$ cat config.mk
export PLATFORM = sky130hd
export DESIGN_NAME = lsu_lane_align
export DESIGN_NICKNAME = d
export VERILOG_FILES = /design/src/rtl/lsu_pkg.sv /design/src/rtl/lsu_lane_align.sv
export SDC_FILE = /design/constraint.sdc
export NUM_CORES = 1
export LEC_CHECK = 0
export ABC_AREA = 1
export CAP_MARGIN = 0
export CORE_MARGIN = 5
export CORE_UTILIZATION = 31
export DETAILED_ROUTE_END_ITERATION = 8
export PLACE_DENSITY_LB_ADDON = 0.2
export RECOVER_POWER = 50
export SLEW_MARGIN = 20
export SYNTH_ARGS = -nofsm -noshare
export SYNTH_HDL_FRONTEND = slang
export SYNTH_SLANG_ARGS = --single-unit
$ cat constraint.sdc
create_clock -name vclk -period 1.9
set_input_delay 0.475 -clock vclk [all_inputs]
set_output_delay 0.475 -clock vclk [all_outputs]
set_load 0.005 [all_outputs]
$ cat src/rtl/lsu_pkg.sv
// Shared types and constants for the load/store unit: FSM state encoding,
// funct3 access-size codes and the BUSY timeout counter width.
package lsu_pkg;

    typedef enum logic [1:0] {
        IDLE = 2'd0,
        BUSY = 2'd1,
        DONE = 2'd2
    } lsu_state_e;

    localparam logic [2:0] F3_B  = 3'b000;
    localparam logic [2:0] F3_H  = 3'b001;
    localparam logic [2:0] F3_W  = 3'b010;
    localparam logic [2:0] F3_BU = 3'b100;
    localparam logic [2:0] F3_HU = 3'b101;

    localparam int unsigned TMR_W               = 8;
    localparam int unsigned LSU_TIMEOUT_DEFAULT = 16;

endpackage

$ cat src/rtl/lsu_lane_align.sv
// Combinational lane logic: byte enables, store-data replication,
// load lane extraction with sign/zero extension, and access fault detect.
module lsu_lane_align
    import lsu_pkg::*;
(
    input  logic [2:0]  funct3,
    input  logic [1:0]  offset,
    input  logic        is_store,
    input  logic [31:0] store_data,
    input  logic [31:0] rdata,
    output logic [3:0]  be,
    output logic [31:0] wdata,
    output logic [31:0] load_ext,
    output logic        fault
);
    logic [7:0]  byte_sel;
    logic [15:0] half_sel;

    always_comb begin
        byte_sel = rdata[7:0];
        unique case (offset)
            2'd0: byte_sel = rdata[7:0];
            2'd1: byte_sel = rdata[15:8];
            2'd2: byte_sel = rdata[23:16];
            2'd3: byte_sel = rdata[31:24];
        endcase
        half_sel = offset[1] ? rdata[31:16] : rdata[15:0];
    end

    always_comb begin
        be       = 4'b0000;
        wdata    = store_data;
        load_ext = 32'd0;
        fault    = 1'b0;
        case (funct3)
            F3_B, F3_BU: begin
                be       = 4'b0001 << offset;
                wdata    = {4{store_data[7:0]}};
                load_ext = (funct3 == F3_B) ? {{24{byte_sel[7]}}, byte_sel}
                                            : {24'd0, byte_sel};
                fault    = is_store && (funct3 == F3_BU);
            end
            F3_H, F3_HU: begin
                be       = 4'b0011 << {offset[1], 1'b0};
                wdata    = {2{store_data[15:0]}};
                load_ext = (funct3 == F3_H) ? {{16{half_sel[15]}}, half_sel}
                                            : {16'd0, half_sel};
                fault    = offset[0] || (is_store && (funct3 == F3_HU));
            end
            F3_W: begin
                be       = 4'b1111;
                load_ext = rdata;
                fault    = (offset != 2'b00);
            end
            default: fault = 1'b1;
        endcase
    end
endmodule

==> out/results.ini <==
[die]
core_area_um2 = 4350
rows = 24
die_area_um2 = 5930
num_io_pins = 139
die_w_um = 77.0
initial_utilization = 0.320
die_h_um = 77.0

[sta]
rsz0062_at_grt = true
timing.slew.headroom = 0.798
worst_slew_pin_slew_ns = 0.302
fin_crit_sh = 1.12
max_freq_mhz = 468
fin_ws_ns = -0.236
period_needed_ns = 2.14
hold_violations = 0
drv_slew = 0
tns_ns = -4.71
setup_viol = 39

[synthesis]
yosysWarningCount = 0
synth_nets = 378
synth_cell_types = 21
synthCells = 308
syn_area_um2 = 1390
syn_avg_cell_area_um2 = 4.52
yosysSeqAreaShare = 0
synth.area.top_cells = nand2_1, inv_1, nand3_1
yosys.area.top_type = nand2_1
synth_top_area_frac = 0.450

[critical_path]
cp_common_cell = buf_6
cp_max_fo = 5
cp-start-kind = input pin
crit_buf_inv = 6
critical_path.top_delay_family = buffers and inverters
cp.required_ns = 1.42
slowest_stage = clkbuf_2
arrival_ns = 1.66
endpoint_kind = output port
cpPeakStageDelay_ns = 0.17
worstSetupPathType = in2out
path_cells = buf_8 -> buf_12 -> nand3_4 -> clkbuf_2 -> nand3_4 -> buf_6 -> buf_6 -> nand2_4 -> nand3_2 -> buf_6

[outcome]
violations = negative setup slack
status = finished, violations left

[cells_and_area]
final_cell_mix = nand2_1, buf_6, clkdlybuf4s50_1, buf_4, nand2_2
drive_gt1_frac = 0.434
seq_cell_count = 0
syn_to_final_growth_pct = 161
fin_nets = 574
regArea_um2 = 0
diodes = 0
nClkBuffers = 0
multi_input_comb_area_um2 = 1380
mostFrequentLayoutCell = nand2_1
post-route-util = 0.835
fill_cells = 278

[global_routing]
grt_max_degree = 17
grt_pass1_wl_mm = 13.6
grt.overflow.total = 0
grt_pass1_vias = 2879
track_usage = 0.273
antenna_found_initial = 0

[worst_hold_path]
worstHoldPathType = in2out

[placed_design]
dpl.hpwl_mm = 5.45
gp_routability_congestion = 0.860
portBuffers = 139

[detailed_routing]
drt-vias-per-instance = 5.38
dr_total_vias = 2979
drt_iter0_drc = 241
post_drt_wl_per_cell_um = 19.0
routed_wl_mm = 10.5
remaining_drc_errors = 0
final_antenna_net_count = 0
dr.pass1.iters = 5

[pwr]
p_per_area_nw_per_um2 = 239
leakage_nw = 2.07
peakVddDrop_mv = 0.139

[run]
drv_cap = 0

final timing paths:
kind	depth (start not counted)	start	endpoint
max	10	funct3[1]	load_ext[6]
min	5	funct3[1]	fault
logic make-up (layout without fill, tap and decap cells):
family / count (synthesis) / count (layout) / synth area share
AND/OR/NAND/NOR: 212 / 213 / 0.643
buffers and inverters: 69 / 262 / 0.246
AO/OA/AOI/OAI: 27 / 27 / 0.111
cells in the mapped netlist, types with 2 or more instances:
library cell    n
nand3_2         3
o21ai_1         2
nand3_1        20
inv_2           9
nand2_1       167
clkbuf_1        2
inv_1          35
buf_6           5
o211ai_1        5
buf_4          12
nand3_4         2
nor2_1         16
o21ai_0        17
nand2_2         2
clkinv_1        5
metrics by stage:
step           setup WS (ns)  hold slack, ns  area [µm²]  total power, mW  instances
3_5_place_dp          -0.902            1.85        2990            0.714        514
3_3_place_gp          -0.854            1.85        2990            0.707        514
6_report              -0.236            1.38        3640            0.870        554
2_1_floorplan          0.244            1.03        1390            0.240        308
4_1_cts               -0.172            1.38        3380            0.739        549
5_1_grt               -0.288            1.41        3640            0.922        554
cell type report:
class | count | area share
Inverter | 49 | 0.0540
Timing Repair Buffer | 213 | 0.547
Tap cell | 52 | 0.0179
Multi-Input combinational cell | 240 | 0.381
per-layer routing:
layer	up-vias	global-route usage	part of all wire
met5	-	0	0
met4	0	0.112	0.067
met3	64	0.0820	0.099
met2	226	0.508	0.49
met1	1371	0.280	0.34
li1	1318	-	-
repair_timing:
action,in CTS,in global routing
setup endpoints to repair,69,52
resized for setup,307,122
cloned,5,1
hold buffers,0,0
pin swaps,18,21
buffers inserted,33,10
power by group:
group,internal (mW),total [mW],leakage [nW],switching (mW)
combinational,0.459,0.870,2.07,0.411
clock,0,0,0,0
sequential,0,0,0,0
total,0.459,0.870,2.07,0.411
Note: power is estimated with default switching activity, not from simulation.
